`src/rtl/alu_issue_ctrl_if.sv`:
```
// Request, ALU-side and response signal bundle for alu_issue_ctrl.
// slave is the controller; master is the decode/ALU/consumer side.
interface alu_issue_ctrl_if #(
  parameter int WIDTH = 64,
  parameter int CNT_W = 16
);
  logic             in_valid;
  logic             in_ready;
  logic [1:0]       in_aluop;
  logic [10:0]      in_opcode;
  logic [WIDTH-1:0] in_a;
  logic [WIDTH-1:0] in_b;
  logic [WIDTH-1:0] alu_input1;
  logic [WIDTH-1:0] alu_input2;
  logic [3:0]       alu_opcode;
  logic [WIDTH-1:0] alu_result;
  logic             out_valid;
  logic             out_ready;
  logic [WIDTH-1:0] out_result;
  logic             out_zero;
  logic             out_err;
  logic [CNT_W-1:0] op_count;

  modport slave (
    input  in_valid, in_aluop, in_opcode,
    input  in_a, in_b, alu_result, out_ready,
    output in_ready, alu_input1, alu_input2,
    output alu_opcode, out_valid, out_result,
    output out_zero, out_err, op_count
  );

  modport master (
    output in_valid, in_aluop, in_opcode,
    output in_a, in_b, alu_result, out_ready,
    input  in_ready, alu_input1, alu_input2,
    input  alu_opcode, out_valid, out_result,
    input  out_zero, out_err, op_count
  );
endinterface

```
`src/rtl/alu_issue_ctrl.sv`:
```
// ALU issue controller: decodes ALUOp/opcode, drives registered
// operands into the ALU and returns the captured result.
module alu_issue_ctrl #(
  parameter int WIDTH = 64,
  parameter int CNT_W = 16
) (
  input logic         clk,
  input logic         rst_n,
  alu_issue_ctrl_if.slave bus
);
  typedef enum logic [1:0] {
    IDLE,
    EXEC,
    RESP
  } state_t;

  state_t           state_q, state_d;
  logic             in_ready_q, in_ready_d;
  logic             out_valid_q, out_valid_d;
  logic [WIDTH-1:0] res_q, res_d;
  logic             zero_q, zero_d;
  logic             err_q, err_d;
  logic             lerr_q, lerr_d;
  logic [WIDTH-1:0] a_q, a_d;
  logic [WIDTH-1:0] b_q, b_d;
  logic [3:0]       op_q, op_d;
  logic [CNT_W-1:0] cnt_q, cnt_d;
  logic [3:0]       dec_op;
  logic             dec_err;

  always_comb begin
    dec_op  = 4'b1111;
    dec_err = 1'b0;
    unique case (1'b1)
      (bus.in_aluop == 2'b00): dec_op = 4'b0010;
      (bus.in_aluop == 2'b01): dec_op = 4'b0111;
      (bus.in_aluop == 2'b11): dec_op = 4'b1100;
      default: begin
        unique case (bus.in_opcode)
          11'b10001011000: dec_op = 4'b0010;
          11'b11001011000: dec_op = 4'b0110;
          11'b10001010000: dec_op = 4'b0000;
          11'b10101010000: dec_op = 4'b0001;
          default: begin
            dec_op  = 4'b1111;
            dec_err = 1'b1;
          end
        endcase
      end
    endcase
  end

  always_comb begin
    state_d     = state_q;
    in_ready_d  = in_ready_q;
    out_valid_d = out_valid_q;
    res_d       = res_q;
    zero_d      = zero_q;
    err_d       = err_q;
    lerr_d      = lerr_q;
    a_d         = a_q;
    b_d         = b_q;
    op_d        = op_q;
    cnt_d       = cnt_q;
    unique case (state_q)
      IDLE: begin
        in_ready_d = 1'b1;
        // in_ready_q gates accept so none happens in the first cycle after reset
        if (bus.in_valid && in_ready_q) begin
          a_d        = bus.in_a;
          b_d        = bus.in_b;
          op_d       = dec_op;
          lerr_d     = dec_err;
          in_ready_d = 1'b0;
          state_d    = EXEC;
        end
      end
      EXEC: begin
        res_d       = bus.alu_result;
        zero_d      = (bus.alu_result == '0);
        err_d       = lerr_q;
        out_valid_d = 1'b1;
        state_d     = RESP;
      end
      RESP: begin
        if (bus.out_ready) begin
          out_valid_d = 1'b0;
          cnt_d       = cnt_q + 1'b1;
          in_ready_d  = 1'b1;
          state_d     = IDLE;
        end
      end
      default: begin
        in_ready_d  = 1'b0;
        out_valid_d = 1'b0;
        state_d     = IDLE;
      end
    endcase
  end

  always_ff @(posedge clk or negedge rst_n) begin
    if (!rst_n) begin
      state_q     <= IDLE;
      in_ready_q  <= 1'b0;
      out_valid_q <= 1'b0;
      res_q       <= '0;
      zero_q      <= 1'b0;
      err_q       <= 1'b0;
      lerr_q      <= 1'b0;
      a_q         <= '0;
      b_q         <= '0;
      op_q        <= 4'b0000;
      cnt_q       <= '0;
    end else begin
      state_q     <= state_d;
      in_ready_q  <= in_ready_d;
      out_valid_q <= out_valid_d;
      res_q       <= res_d;
      zero_q      <= zero_d;
      err_q       <= err_d;
      lerr_q      <= lerr_d;
      a_q         <= a_d;
      b_q         <= b_d;
      op_q        <= op_d;
      cnt_q       <= cnt_d;
    end
  end

  assign bus.in_ready   = in_ready_q;
  assign bus.out_valid  = out_valid_q;
  assign bus.out_result = res_q;
  assign bus.out_zero   = zero_q;
  assign bus.out_err    = err_q;
  assign bus.alu_input1 = a_q;
  assign bus.alu_input2 = b_q;
  assign bus.alu_opcode = op_q;
  assign bus.op_count   = cnt_q;
endmodule

```
`src/flat_wrapper.sv`:
```
// flat-port wrapper written by rule: the top's interface ports become plain ports
module alu_issue_ctrl_flat 
#(
  parameter int WIDTH = 64,
  parameter int CNT_W = 16
)
  (clk, rst_n, bus_in_valid, bus_in_aluop, bus_in_opcode, bus_in_a, bus_in_b, bus_alu_result, bus_out_ready, bus_in_ready, bus_alu_input1, bus_alu_input2, bus_alu_opcode, bus_out_valid, bus_out_result, bus_out_zero, bus_out_err, bus_op_count);
  alu_issue_ctrl_if #(.WIDTH(WIDTH), .CNT_W(CNT_W)) bus_i ();
  input logic clk;
  input logic rst_n;
  input wire logic [$bits(bus_i.in_valid)-1:0] bus_in_valid;
  input wire logic [$bits(bus_i.in_aluop)-1:0] bus_in_aluop;
  input wire logic [$bits(bus_i.in_opcode)-1:0] bus_in_opcode;
  input wire logic [$bits(bus_i.in_a)-1:0] bus_in_a;
  input wire logic [$bits(bus_i.in_b)-1:0] bus_in_b;
  input wire logic [$bits(bus_i.alu_result)-1:0] bus_alu_result;
  input wire logic [$bits(bus_i.out_ready)-1:0] bus_out_ready;
  output wire logic [$bits(bus_i.in_ready)-1:0] bus_in_ready;
  output wire logic [$bits(bus_i.alu_input1)-1:0] bus_alu_input1;
  output wire logic [$bits(bus_i.alu_input2)-1:0] bus_alu_input2;
  output wire logic [$bits(bus_i.alu_opcode)-1:0] bus_alu_opcode;
  output wire logic [$bits(bus_i.out_valid)-1:0] bus_out_valid;
  output wire logic [$bits(bus_i.out_result)-1:0] bus_out_result;
  output wire logic [$bits(bus_i.out_zero)-1:0] bus_out_zero;
  output wire logic [$bits(bus_i.out_err)-1:0] bus_out_err;
  output wire logic [$bits(bus_i.op_count)-1:0] bus_op_count;
  assign bus_i.in_valid = bus_in_valid;
  assign bus_i.in_aluop = bus_in_aluop;
  assign bus_i.in_opcode = bus_in_opcode;
  assign bus_i.in_a = bus_in_a;
  assign bus_i.in_b = bus_in_b;
  assign bus_i.alu_result = bus_alu_result;
  assign bus_i.out_ready = bus_out_ready;
  assign bus_in_ready = bus_i.in_ready;
  assign bus_alu_input1 = bus_i.alu_input1;
  assign bus_alu_input2 = bus_i.alu_input2;
  assign bus_alu_opcode = bus_i.alu_opcode;
  assign bus_out_valid = bus_i.out_valid;
  assign bus_out_result = bus_i.out_result;
  assign bus_out_zero = bus_i.out_zero;
  assign bus_out_err = bus_i.out_err;
  assign bus_op_count = bus_i.op_count;
  alu_issue_ctrl #(.WIDTH(WIDTH), .CNT_W(CNT_W)) u_core (.clk(clk), .rst_n(rst_n), .bus(bus_i));
endmodule
```
`config.mk`:
```
export PLATFORM = sky130hd
export DESIGN_NAME = alu_issue_ctrl_flat
export DESIGN_NICKNAME = d
export VERILOG_FILES = /design/src/rtl/alu_issue_ctrl_if.sv /design/src/rtl/alu_issue_ctrl.sv /design/src/flat_wrapper.sv
export SDC_FILE = /design/constraint.sdc
export NUM_CORES = 1
export LEC_CHECK = 0
export CORE_AREA = 2 2 163 165
export CTS_CLUSTER_DIAMETER = 40
export DETAILED_ROUTE_END_ITERATION = 8
export DIE_AREA = 0 0 165 167
export PLACE_DENSITY = 0.68
export SYNTH_ARGS = -nofsm -noshare
export SYNTH_HDL_FRONTEND = slang
export SYNTH_SLANG_ARGS = --single-unit
```
`constraint.sdc`:
```
create_clock -name clk -period 2.1 [get_ports clk]
set_input_delay 0.525 -clock clk [delete_from_list [all_inputs] [get_ports clk]]
set_output_delay 0.525 -clock clk [all_outputs]
set_load 0.005 [all_outputs]
```
Yosys cells after proc, flatten, opt, wreduce, memory -nomap -nowiden:

Index checks and enable logic that the tools add are counted.
Widths: inputs -> output; s select.

* bits in registers: 219
* output and inout port bits: 216
* logic and storage cells: 47

* $add $sub $neg: 1
* eq/ne operators: 10
* muxes and demuxes: 12
* bitwise logic cells: 2
* reduce and logical (&&, ||, !) cells: 11

Operator list (count)
* $logic_not 64->1: 1
* $eq 11x11->1 const B: 4
* $add 16x1->16 const B: 1
* $pmux 4 s4: 1
* $pmux 4 s3: 1
* $reduce_and 2->1: 5
* $pmux 1 s3: 2
* $pmux 2 s3: 1
* $mux 1: 5
* $eq 2x1->1 const B: 2
* $eq 2x2->1 const B: 2
* $logic_not 2->1: 2
* $mux 2: 2
* $reduce_or 4->1: 1
* $reduce_or 3->1: 1
* $ne 2x1->1 const B: 1
* $ne 2x2->1 const B: 1
* $not 1->1: 2
* $logic_and 1x1->1: 1

Depth between registers and ports, before layout:

Gate-level depths: netlist of the first run.

* depth in word-level cells: 4
* gate-level depth with buffers: 8
* depth with buffers taken out: 5

Worst setup path after synthesis of the first run:

No wires, ideal clock.

* path type: input to register
* start: in bus_in_opcode[2]
* end: reg u_core.op_q[2], in the netlist u_core.bus.alu_opcode[2]
* library setup time: 0.124 ns
* arrival time: 1.569 ns
* required time: 1.976 ns
* slack: 0.408 ns
* cell stages on the path: 4
* path through: nor4b_1 -> nand2_1 -> o2111a_1 -> a211o_1

* longest elaborated chain between the ends: 3
* elaborated cells on any way between the ends: 6
* those cells by class: eq/ne: 4; mux: 2

Ends and longest elaborated chain
* start: declaration: line flat_wrapper.sv:13 `input wire logic [$bits(bus_i.in_opcode)-1:0] bus_in_opcode;`
* $eq 11x11->1: line alu_issue_ctrl.sv:39 `unique case (bus.in_opcode)`
* $pmux 4 s4 (*): line alu_issue_ctrl.sv:39
* $pmux 4 s3 (*): line alu_issue_ctrl.sv:34 `unique case (1'b1)`
* end signal: assignment: line alu_issue_ctrl.sv:124 `op_q <= op_d;`
* end: declaration: line alu_issue_ctrl.sv:26 `logic [3:0] op_q, op_d;`

Mark *: on every way between the ends. The rest lies on a longest branch, timed or not.
A chain may end at the register's enable or synchronous reset.

Worst setup path after layout of the first run:

* start: reg u_core.cnt_q[0], in the netlist u_core.bus.op_count[0]
* end: out bus_op_count[0]

RTL lines
* start: declaration: line alu_issue_ctrl.sv:27 `logic [CNT_W-1:0] cnt_q, cnt_d;`
* start signal: assignment: line alu_issue_ctrl.sv:125 `cnt_q <= cnt_d;`
* end: declaration: line flat_wrapper.sv:26 `output wire logic [$bits(bus_i.op_count)-1:0] bus_op_count;`

No word-level cell between the ends.

==> results of run 1 <==
==> path summary, 6_finish.rpt <==
kind | from | to | slack [ps] | depth (start not counted)
worst max-delay path | u_core.bus.op_count[0] | bus_op_count[0] | 100 | 1
min in group asynchronous | rst_n | u_core.bus.alu_input2[51] | 520 | 2
max in group asynchronous | rst_n | u_core.bus.alu_input1[45] | 880 | 3
worst min register to register | u_core.bus.alu_input1[59] | u_core.bus.alu_input1[59] | 470 | 2
worst max register to register | u_core.state_q[1] | u_core.bus.alu_opcode[1] | 460 | 6
worst min-delay path | u_core.bus.alu_input1[59] | u_core.bus.alu_input1[59] | 470 | 2
==> where the power goes <==
group | internal (mW) | total, mW | switching, mW
Combinational | 5.27 | 8.62 | 3.35
Sequential | 6.21 | 7.28 | 1.07
Clock | 4.86 | 7.09 | 2.23
Total | 16.3 | 23.0 | 6.65
==> cells in the final DEF, fill, tap and decap left out, types with 3 or more instances in the layout <==
| cell | netlist | final |
|---|---|---|
| nand3_1 | 13 | 13 |
| xnor2_1 | 10 | 10 |
| nor2_1 | 6 | 6 |
| clkbuf_16 | 0 | 37 |
| dfrtp_1 | 219 | 219 |
| xor2_1 | 5 | 5 |
| inv_6 | 1 | 5 |
| buf_4 | 1 | 20 |
| nand4_1 | 3 | 3 |
| bufinv_16 | 0 | 12 |
| nand2b_1 | 4 | 3 |
| nor4_1 | 18 | 18 |
| nand2_1 | 394 | 394 |
| mux2_2 | 67 | 67 |
| buf_12 | 0 | 11 |
| clkdlybuf4s50_1 | 0 | 423 |
| clkinv_4 | 0 | 5 |
| clkbuf_8 | 0 | 3 |
| clkinv_2 | 0 | 3 |
==> cell type report <==
cell class	count	area, um2	area share [%]
tap	335	419	2.82
multi-input combinational	546	2840	19.1
sequential	219	5480	36.9
inverter	3	16.3	0.110
clock buffer	40	967	6.51
clock inverter	28	502	3.38
timing repair buffer	456	4630	31.2
==> per-layer routing <==
metal / vias up / global-route usage, % / wire length (um)
met3: 73 / 6.10 / 2240
met5: - / 0 / 13
li1: 3527 / - / -
met4: 2 / 8.39 / 1070
met1: 3473 / 23.8 / 10900
met2: 275 / 32.2 / 12900
==> metrics by stage <==
step	total power, mW	setup slack, ps	util [%]
after floorplan	10.4	408	-
after global placement	15.9	-90.2	51.9
after CTS	23.3	66.1	57.6
after detailed placement	16.0	-85.0	51.9
after global routing	24.4	24.5	57.6
final	23.0	97.1	57.6
==> state kept, by name, indices dropped and copies added (netlist names), 2 cells and up <==
name and count:
u_core.bus.alu_opcode 4, u_core.bus.alu_input2 64, u_core.bus.out_result 64, u_core.state_q 2, u_core.bus.op_count 16, u_core.bus.alu_input1 64
==> cells by family (layout without fill, tap and decap cells) <==
kind of cell | after synthesis | count (layout)
and+or+nand+nor | 450 | 450
DFF | 219 | 219
muxes | 67 | 67
buffers and inverters | 40 | 527
xor gates and xnor gates | 15 | 15
AOI/OAI and AO/OA | 13 | 13
adders and majority gates | 1 | 1
==> timing repair <==
item / CTS / global route
endpoints found under the hold margin: 43 / 0
buffers inserted: 0 / 0
hold buffers: 1 / 0
==> results.tsv, run 1 <==
stage	metric	value	unit
global_routing	grt.total_usage	19.7	%
setup_path	cp.required	1570	ps
setup_path	criticalPathCategory	reg2out	
route	vias_per_cell	4.52	
global_routing	grt_max_degree	67	
cells_and_area	diodes	0	
timing	max_freq	499	MHz
clocking	path_clk_slew	50	ps
timing	rsz0062_at_grt	no	
setup_path	worst-path-max-fanout	5	
setup_path	slowest_stage	clkdlybuf4s50_1	
setup_path	critPathLaunchType	flop	
timing	setup_viol	0	
synth	ys.flop_type	dfrtp_1	
global_routing	grt_pass1_wl	42.3	mm
synth	yosys.area.top_type	dfrtp_1	
floorplan	die_x	165	um
synth	synthAdderAreaFrac	0.146	%
synth	synth_edf_count	0	
min_path	hold_path_class	reg2reg	
floorplan	initial_utilization	33.2	%
synth	yosys.area_share.simple	21.3	%
cells_and_area	nFillCells	2179	
clocking	cts-root-buf	clkbuf_16	
synth	synth_top_area_share	64.1	%
timing	whs	469	ps
synth	avgSynthCellArea	10.6	um2
route	drc	0	
floorplan	core-area	25800	um2
timing	final.setup.tns	0	ps
cells_and_area	fin_nets	1473	
synth	synth.most_common_cell	nand2_1	
route	wire_per_inst	16.6	um
floorplan	dieHeight	167	um
global_routing	antenna_found_initial	1	
clocking	cts.path.max_buffers	3	
synth	async_reset_ff_share	100	%
timing	finalCriticalPeriod	2000	ps
synth	synth_compound_area_share	1.23	%
synth	synth-xor-area-share	1.54	%
synth	syn_nets	1015	
synth	yosys.cell_types.count	39	
timing	hold_violations	0	
pwr	leakagePower	6.82	nW
floorplan	ios	425	
setup_path	slowest_delay	540	ps
place	globalplace.congestion	0.825	
global_routing	gr-total-overflow	0	
outcome	status	complete, no violations	
synth	muxShareOfSynthArea	8.82	%
floorplan	std_cell_rows	59	
pwr	power.density	1550	nW/um2
route	ant_nets	0	
synth	synth_common_cells	nand2_1, dfrtp_1, mux2_2, buf_2, nor4_1	
route	vias	7350	
route	first_pass_iters	4	
global_routing	first_global_vias	7791	
pwr	ir_worst_vdd	0.000853	V
synth	syn_inst	805	
place	dpl-instance-area	13400	um2
place	dp_hpwl	19.8	mm
place	dp.cells	1558	
cells_and_area	stdcell_count	1627	
route	routed_wl	27.1	mm
clocking	clock-sinks	219	
synth	synth_seq_cells	219	
setup_path	crit_chain	clkdlybuf4s50_1	
timing	maxSlewHeadroom	67.7	%
setup_path	path_buf_inv	1	
clocking	clk-insertion-delay-late	510	ps
setup_path	critical_path.top_delay_family	buffers and inverters	
clocking	cts_buffers	37	
cells_and_area	area_growth	73.7	%
run	maxCapViolCount	0	
cells_and_area	fin_area	14900	um2
synth	mappedNetlistArea	8550	um2
synth	synth_top_family_by_area	simple AND/OR/NAND/NOR gates	
clocking	cts_resized	0	
setup_path	crit_path_end_kind	primary output	
route	drt_iter0_markers	367	
timing	tightest_slew	479	ps
cells_and_area	drive_above_1_share	13.2	%
place	place.port_buffers	424	
timing	drv_slew	0	
floorplan	fp.dieArea	27600	um2
synth	synth.area.top_cells	dfrtp_1, nand2_1, mux2_2, buf_2, nor4_1	
timing	fin_skew	11.5	ps
synth	yosysSeqAreaShare	64.1	%
setup_path	worstPathArrival	1480	ps
timing	finalCritPeriodShare	95.4	%
clocking	htreeDepth	2	
synth	ys_warn_count	0	
clocking	cts_tree	done	
Note: power is estimated with default switching activity, not from simulation.
==> run 2, diff against run 1 <==
--- a/config.mk
+++ b/config.mk
@@ -9,6 +9,7 @@
 export CTS_CLUSTER_DIAMETER = 40
 export DETAILED_ROUTE_END_ITERATION = 8
 export DIE_AREA = 0 0 165 167
+export HOLD_SLACK_MARGIN = 0.1
 export PLACE_DENSITY = 0.68
 export SYNTH_ARGS = -nofsm -noshare
 export SYNTH_HDL_FRONTEND = slang
==> results of run 2 <==
Final layout, timing and power as in run 1 (identical DEF).
==> run 3, diff against run 2 <==
--- a/config.mk
+++ b/config.mk
@@ -9,6 +9,7 @@
 export CTS_CLUSTER_DIAMETER = 40
 export DETAILED_ROUTE_END_ITERATION = 8
 export DIE_AREA = 0 0 165 167
+export GPL_TIMING_DRIVEN = 0
 export HOLD_SLACK_MARGIN = 0.1
 export PLACE_DENSITY = 0.68
 export SYNTH_ARGS = -nofsm -noshare
==> run 3 against run 2 <==
Final cell count rose by 0.43%; critical endpoint unchanged; sequential cell count is the same; critical path depth unchanged; critical path type unchanged; first-iteration DRC count is 23% higher; clock power down 13%.
==> results.tsv, run 3 (synthesis results as in run 1) <==
stage	metric	value	unit
outcome	status	complete, no violations	
cells_and_area	mostFrequentLayoutCells	clkdlybuf4s50_1, nand2_1, dfrtp_1, mux2_2, clkbuf_16	
setup_path	crit_path_end_kind	primary output	
timing	fin_skew	17.4	ps
place	dp.cells	1565	
pwr	power.density	1520	nW/um2
global_routing	antenna_found_initial	1	
setup_path	path_depth	1	
global_routing	grt_max_degree	117	
timing	hold_violations	0	
timing	final.setup.tns	0	ps
cells_and_area	area_growth	69.9	%
min_path	hold_path_class	in2async	
floorplan	initial_utilization	33.2	%
run	maxCapViolCount	0	
timing	rsz0062_at_grt	no	
cells_and_area	nFillCells	2241	
setup_path	critPathLaunchType	flop	
route	wire_per_inst	17.1	um
setup_path	path_buf_inv	1	
global_routing	gr-total-overflow	0	
global_routing	grt_pass1_wl	43.0	mm
clocking	cts.path.max_buffers	3	
route	routed_wl	28.0	mm
route	vias	7339	
place	place.port_buffers	424	
pwr	leakagePower	6.67	nW
setup_path	slowest_stage	clkdlybuf4s50_1	
setup_path	cp.required	1570	ps
setup_path	slowest_delay	540	ps
setup_path	worstPathArrival	1480	ps
clocking	cts_buffers	37	
setup_path	criticalPathCategory	reg2out	
cells_and_area	fin_nets	1479	
place	dp_hpwl	20.8	mm
cells_and_area	final_common_cell	clkdlybuf4s50_1	
route	first_pass_iters	6	
setup_path	worst-path-max-fanout	5	
floorplan	std_cell_rows	59	
clocking	postCtsHoldBufs	0	
floorplan	fp.dieArea	27600	um2
global_routing	first_global_vias	7630	
cells_and_area	drive_above_1_share	12.8	%
clocking	cts-root-buf	clkbuf_16	
cells_and_area	multi_input_area	2830	um2
timing	tightest_slew	920	ps
clocking	path_clk_slew	50	ps
timing	maxSlewHeadroom	38.7	%
pwr	ir_worst_vdd	0.000812	V
setup_path	critical_path.top_delay_family	buffers and inverters	
floorplan	core-area	25800	um2
cells_and_area	fin_area	14500	um2
route	vias_per_cell	4.49	
place	dpl-instance-area	13200	um2
clocking	clock-sinks	219	
floorplan	ios	425	
timing	whs	73.1	ps
cells_and_area	final_core_util	56.4	%
setup_path	crit_chain	clkdlybuf4s50_1	
floorplan	dieHeight	167	um
cells_and_area	stdcell_count	1634	
timing	finalCriticalPeriod	2010	ps
cells_and_area	seq_area	5480	um2
timing	finalCritPeriodShare	95.5	%
route	drt_iter0_markers	452	
place	globalplace.congestion	0.844	
global_routing	grt.total_usage	20.2	%
timing	drv_slew	0	
clocking	cts_resized	0	
clocking	postCtsSetupBuffers	0	
clocking	htreeDepth	2	
setup_path	reg2regPathDepth	7	
floorplan	die_x	165	um
timing	max_freq	499	MHz
timing	setup_viol	0	
clocking	cts_tree	done	
clocking	clk-insertion-delay-late	510	ps
route	ant_nets	0	
route	drc	0	
-- run 3: layout make-up --
class,instances,area share [%]
antenna,1,0.0172
buffer,37,1.58
clock buffer,44,6.91
clock inverter,24,1.89
inverter,3,0.112
multi-input combinational,546,19.5
sequential,219,37.7
tap,335,2.88
timing repair buffer,425,29.4
-- run 3: metal layers --
metal | track usage (%) | wire, um | vias to the layer above
met5 | 0 | 0 | -
met4 | 7.11 | 842 | 0
met3 | 5.95 | 2160 | 58
met2 | 32.8 | 13400 | 268
met1 | 25.7 | 11600 | 3478
li1 | - | - | 3535
-- run 3: power breakdown --
group          switching [mW]  total (mW)  internal (mW)
clock network            2.20        6.18           3.97
logic                    3.43        8.57           5.14
registers                1.10        7.30           6.20
total                    6.73        22.1           15.3
-- run 3: per-stage QoR --
step / total power [mW] / worst slack, ps
final: 22.1 / 94.7
after global routing: 23.4 / 18.9
after CTS: 22.3 / 70.9
after detailed placement: 16.0 / -258
after global placement: 15.9 / -9210
after floorplan: 10.4 / 408
-- run 3: worst paths after layout --
kind | slack [ps] | startpoint | end
worst max register to register | 150 | u_core.state_q[1] | u_core.bus.alu_input1[50]
worst max-delay path | 90 | u_core.bus.op_count[0] | bus_op_count[0]
worst min-delay path | 70 | rst_n | u_core.bus.alu_input2[53]
max in group asynchronous | 1020 | rst_n | u_core.bus.alu_input2[24]
min in group clk | 470 | u_core.bus.alu_input2[63] | u_core.bus.alu_input2[63]
worst min register to register | 470 | u_core.bus.alu_input2[63] | u_core.bus.alu_input2[63]
==> patch 1: new RTL, settings of run 3 <==
`res_q` no longer has a reset.
--- a/src/rtl/alu_issue_ctrl.sv
+++ b/src/rtl/alu_issue_ctrl.sv
@@ -104,5 +104,4 @@
       in_ready_q  <= 1'b0;
       out_valid_q <= 1'b0;
-      res_q       <= '0;
       zero_q      <= 1'b0;
       err_q       <= 1'b0;
@@ -116,5 +115,4 @@
       in_ready_q  <= in_ready_d;
       out_valid_q <= out_valid_d;
-      res_q       <= res_d;
       zero_q      <= zero_d;
       err_q       <= err_d;
@@ -125,4 +123,8 @@
       cnt_q       <= cnt_d;
     end
+  end
+
+  always_ff @(posedge clk) begin
+    res_q <= res_d;
   end
 
Formal check against the unedited RTL: differs if rst_n is asserted again (counterexample within 4 cycles, from zero or initial values and one cycle with rst_n low); with rst_n held inactive, the same outputs for 4 cycles.
==> patch 1 against run 3 <==
- sequential share of layout area up 3.7 points
- largest cell class unchanged
- final area down 3.5%
- global-route usage down 0.32 points
- maximum frequency down 0.55%
- sequential power down 4.7%
- wire length up 0.86%
- count of clock-buffer cells in the layout down 3
- synthesized area down 5.8%
- sequential cell count unchanged
- clock skew down 5.2 ps
- via count down 6.0%
- register-to-register slack worse by 20 ps
- power down 12%
- worst setup slack worse by 11 ps
- highest routed layer is now met5
==> patch 1: results (changes against run 3) <==
clk_skew: 12.2 ps (was 17.4 ps)
Crit Path Max Fanout: 1 (was 5)
largest stage delay on the critical path: 640 ps (was 540 ps)
EDFF count, synth: 64 (was 0)
HP Class: flop to flop (was primary input to asynchronous set/reset pin)
Hold Crit Depth: 2
number of DRC markers in iteration 0: 340 (was 452)
Seq/Total Area, Yosys: 72.0% (was 64.1%)
gpl congestion: 0.825 (was 0.844)
first-pass GRT wire length: 41300 µm (was 43000 µm)
worst-skew pair later-pin latency: 490 ps (was 510 ps)
reg2reg setup slack: 130 ps (was 150 ps)
run status: completed (unchanged)
final period utilization: 96.0% (was 95.5%)
Yosys cell types: 38 (was 39)
multiplexer share of the synthesized area: 0.140% (was 8.82%)
Post-synth ARST share: 70.8% (was 100%)
Worst-Margin Slew: 679 ps (was 920 ps)
Top delay family on crit path: buffers and inverters (unchanged)
Synth area leaders: dfrtp_1 (48%), edfxtp_1 (24%), nand2_1 (19%) (was dfrtp_1 (64%), nand2_1 (17%), mux2_2 (8.8%))
root buf cell: clkbuf_16 (unchanged)
PortBufs: 424 (unchanged)
Via density: 4.42 (was 4.49)
Worst path slowest cell: clkdlybuf4s50_1 (unchanged)
Synth Area in XOR/XNOR: 1.63% (was 1.54%)
nets@finish: 1410 (was 1479)
Post-synth top cells: nand2_1 (397), dfrtp_1 (155), edfxtp_1 (64), nor4_1 (18), buf_2 (14) (was nand2_1 (394), dfrtp_1 (219), mux2_2 (67), buf_2 (23), nor4_1 (18))
router iterations before antenna repair: 4 (was 6)
worst path arrival time: 1490 ps
share of layout cells above drive strength 1: 7.19% (was 12.8%)
met2 routed WL: 14300 µm (was 13400 µm)
largest net degree at the start of global routing: 88 (was 117)
clk slew on worst S/H paths: 50 ps (about the same)
Final HPWL DP: 21200 µm (was 20800 µm)
wire per inst: 18.1 µm (was 17.1 µm)
CTS max path bufs: 3 (unchanged)
antenna violations before repair: 4 (was 1)
peak supply drop: 0.893 mV (was 0.812 mV)
H-tree Lvls: 2 (unchanged)
dpl ws: -590 ps (was -258 ps)
FF-to-FF path depth: 5 (was 7)
Hold WS: 469 ps (was 73.1 ps)
Adder-Cell Fraction of Synth Area: 0.155% (was 0.146%)
Synthesis Warnings: 0 (unchanged)
Metal-1 WL: 9940 µm (was 11600 µm)
top layer in use: met5 (was met4)
WL met3: 3300 µm (was 2160 µm)
number of global-route vias before repair: 7195 (was 7630)
postcts setup bufs: 0 (unchanged)
Synth Area in Compound Gates: 1.40% (was 1.23%)
Synth Net Count: 944 (was 1015)
Int Power: 13.6 mW (was 15.3 mW)
CTS buffer count: 36 (was 37)
Leakage: 6.15 nW (was 6.67 nW)
GRT Overall Usage: 19.9% (was 20.2%)
==> patch 1: cell count changes after synthesis, sizes merged, moves of 2 or more <==
cell | before | now
nand2 | 394 | 397
edfxtp | 0 | 64
nand4 | 3 | 6
a21o | 2 | 0
and3 | 1 | 3
o21ai | 2 | 7
dfrtp | 219 | 155
inv | 3 | 5
and4b | 2 | 0
buf | 31 | 14
nand3 | 13 | 4
mux2 | 67 | 1
clkbuf | 6 | 14
==> patch 1: metal layers <==
| layer | vias to the layer above | track usage, % |
|---|---|---|
| li1 | 3314 | - |
| met2 | 308 | 35.6 |
| met1 | 3235 | 20.6 |
| met4 | 2 | 6.54 |
| met5 | - | 0 |
| met3 | 42 | 8.79 |
==> patch 1: final timing paths <==
check	from	to
max reg2reg	u_core.state_q[1]	u_core.bus.out_zero
max in group asynchronous	rst_n	u_core.bus.alu_input2[30]
min in group asynchronous	rst_n	u_core.bus.alu_input1[33]
max	u_core.bus.out_result[44]	bus_out_result[44]
min	u_core.bus.alu_input1[53]	u_core.bus.alu_input1[53]
min reg2reg	u_core.bus.alu_input1[53]	u_core.bus.alu_input1[53]
==> patch 1: cell type report <==
type / instances / area, µm²
antenna: 3 / 7.51
buffer: 29 / 146
clock buffer: 41 / 961
clock inverter: 21 / 267
fill: 2227 / 11700
inverter: 5 / 22.5
multi-input combinational: 481 / 2090
sequential: 219 / 5800
tap: 335 / 419
timing repair buffer: 426 / 4290
timing repair inverter: 2 / 12.5
==> patch 1: per-stage QoR <==
stage	std cells	area [µm²]	power, mW
floorplan	734	8060	9.12
global placement	1493	12700	13.6
detailed placement	1494	12800	13.7
CTS	1558	14000	19.8
global route	1562	14000	20.7
finish	1562	14000	19.5
==> patch 1: cell families after synthesis <==
logic type,after synthesis
compound gates,16
xor+xnor,15
fa+ha+maj,1
buf+inv,34
flops,219
mux,1
simple gates,448
==> patch 1: worst register-to-register path: cells and delay by family (launching register included) <==
family	cells	cell delay, ps
AO/OA/AOI/OAI	1	140
buffers and inverters	1	330
flip-flops	1	440
AND/OR/NAND/NOR	3	990
==> patch 1: timing repair <==
item,CTS,global route
hold endpoints to repair,68,0
gates cloned,1,1
resized for setup,3,3
hold buffers,1,0
pin swaps,1,0
endpoints found under the setup margin,65,5
==> patch 1: power by group through the flow <==
stage	registers, mW	clock network [mW]	logic, mW
after global placement	6.97	0	6.61
after global routing	7.15	6.27	7.26
after floorplan	7.06	0	2.06
after CTS	6.98	6.06	6.73
after detailed placement	7.03	0	6.68
final	6.96	5.92	6.58
==> patch 2: new RTL, settings of run 3 <==
Without the edit above. `CNT_W` is set to 16 in 3 places; all go to 12.
--- a/src/rtl/alu_issue_ctrl_if.sv
+++ b/src/rtl/alu_issue_ctrl_if.sv
@@ -3,5 +3,5 @@
 interface alu_issue_ctrl_if #(
   parameter int WIDTH = 64,
-  parameter int CNT_W = 16
+  parameter int CNT_W = 12
 );
   logic             in_valid;
--- a/src/rtl/alu_issue_ctrl.sv
+++ b/src/rtl/alu_issue_ctrl.sv
@@ -3,5 +3,5 @@
 module alu_issue_ctrl #(
   parameter int WIDTH = 64,
-  parameter int CNT_W = 16
+  parameter int CNT_W = 12
 ) (
   input logic         clk,
--- a/src/flat_wrapper.sv
+++ b/src/flat_wrapper.sv
@@ -3,5 +3,5 @@
 #(
   parameter int WIDTH = 64,
-  parameter int CNT_W = 16
+  parameter int CNT_W = 12
 )
   (clk, rst_n, bus_in_valid, bus_in_aluop, bus_in_opcode, bus_in_a, bus_in_b, bus_alu_result, bus_out_ready, bus_in_ready, bus_alu_input1, bus_alu_input2, bus_alu_opcode, bus_out_valid, bus_out_result, bus_out_zero, bus_out_err, bus_op_count);
Ports: changed (resized bus_op_count); port bits go from 425 to 421. The function was not compared with the original's and may differ.
==> patch 2 against run 3 <==
- power fell by 1.4%
- critical path type unchanged
- register-to-register slack improved by 130 ps
- clock skew fell by 2.0 ps
- sequential cell count fell by 4
- synthesized area fell by 2.9%
- final area fell by 1.9%
- wire length fell by 11%
- hold slack improved by 390 ps
- worst setup slack improved by 6.1 ps
- die area did not move
==> patch 2: results (changes against run 3) <==
run status: completed (unchanged)
router iterations before antenna repair: 4 (was 6)
Final HPWL DP: 18900 µm (was 20800 µm)
CTS buffer count: 36 (was 37)
cts hold-fix bufs: 1 (was 0)
Int Power: 15.9 mW (was 15.3 mW)
met2 routed WL: 12700 µm (was 13400 µm)
Synth Area in Compound Gates: 1.04% (was 1.23%)
wire per inst: 18.5 µm (was 17.1 µm)
number of global-route vias before repair: 6734 (was 7630)
first-pass GRT wire length: 37900 µm (was 43000 µm)
post_cts resized: 1 (was 0)
Layout fillers: 2129 (was 2241)
ant diodes: 0 (was 1)
GRT Overall Usage: 17.7% (was 20.2%)
Seq/Total Area, Yosys: 64.8% (was 64.1%)
worst reg2reg endpoint: u_core.bus.out_result[59] (was u_core.bus.alu_input1[50])
WL met3: 2940 µm (was 2160 µm)
largest net degree at the start of global routing: 110 (was 117)
FF-to-FF path depth: 5 (was 7)
Synth Area in XOR/XNOR: 1.16% (was 1.54%)
GR Util met2: 32.1% (was 32.8%)
Leakage: 5.88 nW (was 6.67 nW)
Total Wirelength: 25000 µm (was 28000 µm)
grt met1 use: 18.6% (was 25.7%)
Synth Net Count: 736 (was 1015)
post-place instance area: 0.0130 mm² (was 0.0132 mm²)
antenna violations before repair: 0 (was 1)
Metal-1 WL: 8860 µm (was 11600 µm)
Via density: 4.56 (was 4.49)
origin of the critical flop-to-flop path: u_core.state_q[0] (was u_core.state_q[1])
clk_skew: 15.4 ps (was 17.4 ps)
number of DRC markers in iteration 0: 215 (was 452)
reg2reg setup slack: 280 ps (was 150 ps)
peak supply drop: 0.897 mV (was 0.812 mV)
Synth area leaders: dfrtp_1 (65%), mux2_2 (14%), mux2_1 (12%) (was dfrtp_1 (64%), nand2_1 (17%), mux2_2 (8.8%))
Adder-Cell Fraction of Synth Area: 0.151% (was 0.146%)
share of layout cells above drive strength 1: 19.3% (was 12.8%)
Power Combinational: 8.41 mW (was 8.57 mW)
Mapped Avg Cell Area: 15.8 µm² (was 10.6 µm²)
Slew HR: 45.0% (was 38.7%)
dpl ws: -411 ps (was -258 ps)
HP Class: flop to flop (was primary input to asynchronous set/reset pin)
multiplexer share of the synthesized area: 26.3% (was 8.82%)
Cells after DPL: 1282 (was 1565)
Multi-input gate area: 0.00274 mm² (was 0.00283 mm²)
Hold WS: 464 ps (was 73.1 ps)
grt met3 use: 7.62% (was 5.95%)
-- patch 2: worst max-delay path by stage --
| stage | startpoint | endpoint | slack (ps) | cells past startpoint |
|---|---|---|---|---|
| 3_3_place_gp | rst_n | u_core.bus.alu_input2[19] | -9020 | 1 |
| 3_5_place_dp | bus_in_valid | u_core.bus.alu_input2[19] | -410 | 5 |
| 6_report | u_core.bus.op_count[2] | bus_op_count[2] | 100 | 1 |
| 5_1_grt | u_core.bus.op_count[2] | bus_op_count[2] | 40 | 1 |
| 4_1_cts | u_core.state_q[1] | u_core.bus.alu_input1[14] | 40 | 5 |
| 2_1_floorplan | u_core.state_q[1] | u_core.bus.alu_input1[11] | 480 | 5 |
-- patch 2: layout make-up --
type                    instances  area share, %
plain buffers                  24           1.27
clock buffers                  43           6.86
clock inverters                22           2.01
inverters                       4          0.105
multi-input cells             283           19.2
flip-flops and latches        215           37.8
well taps                     335           2.94
repair buffers                423           29.9
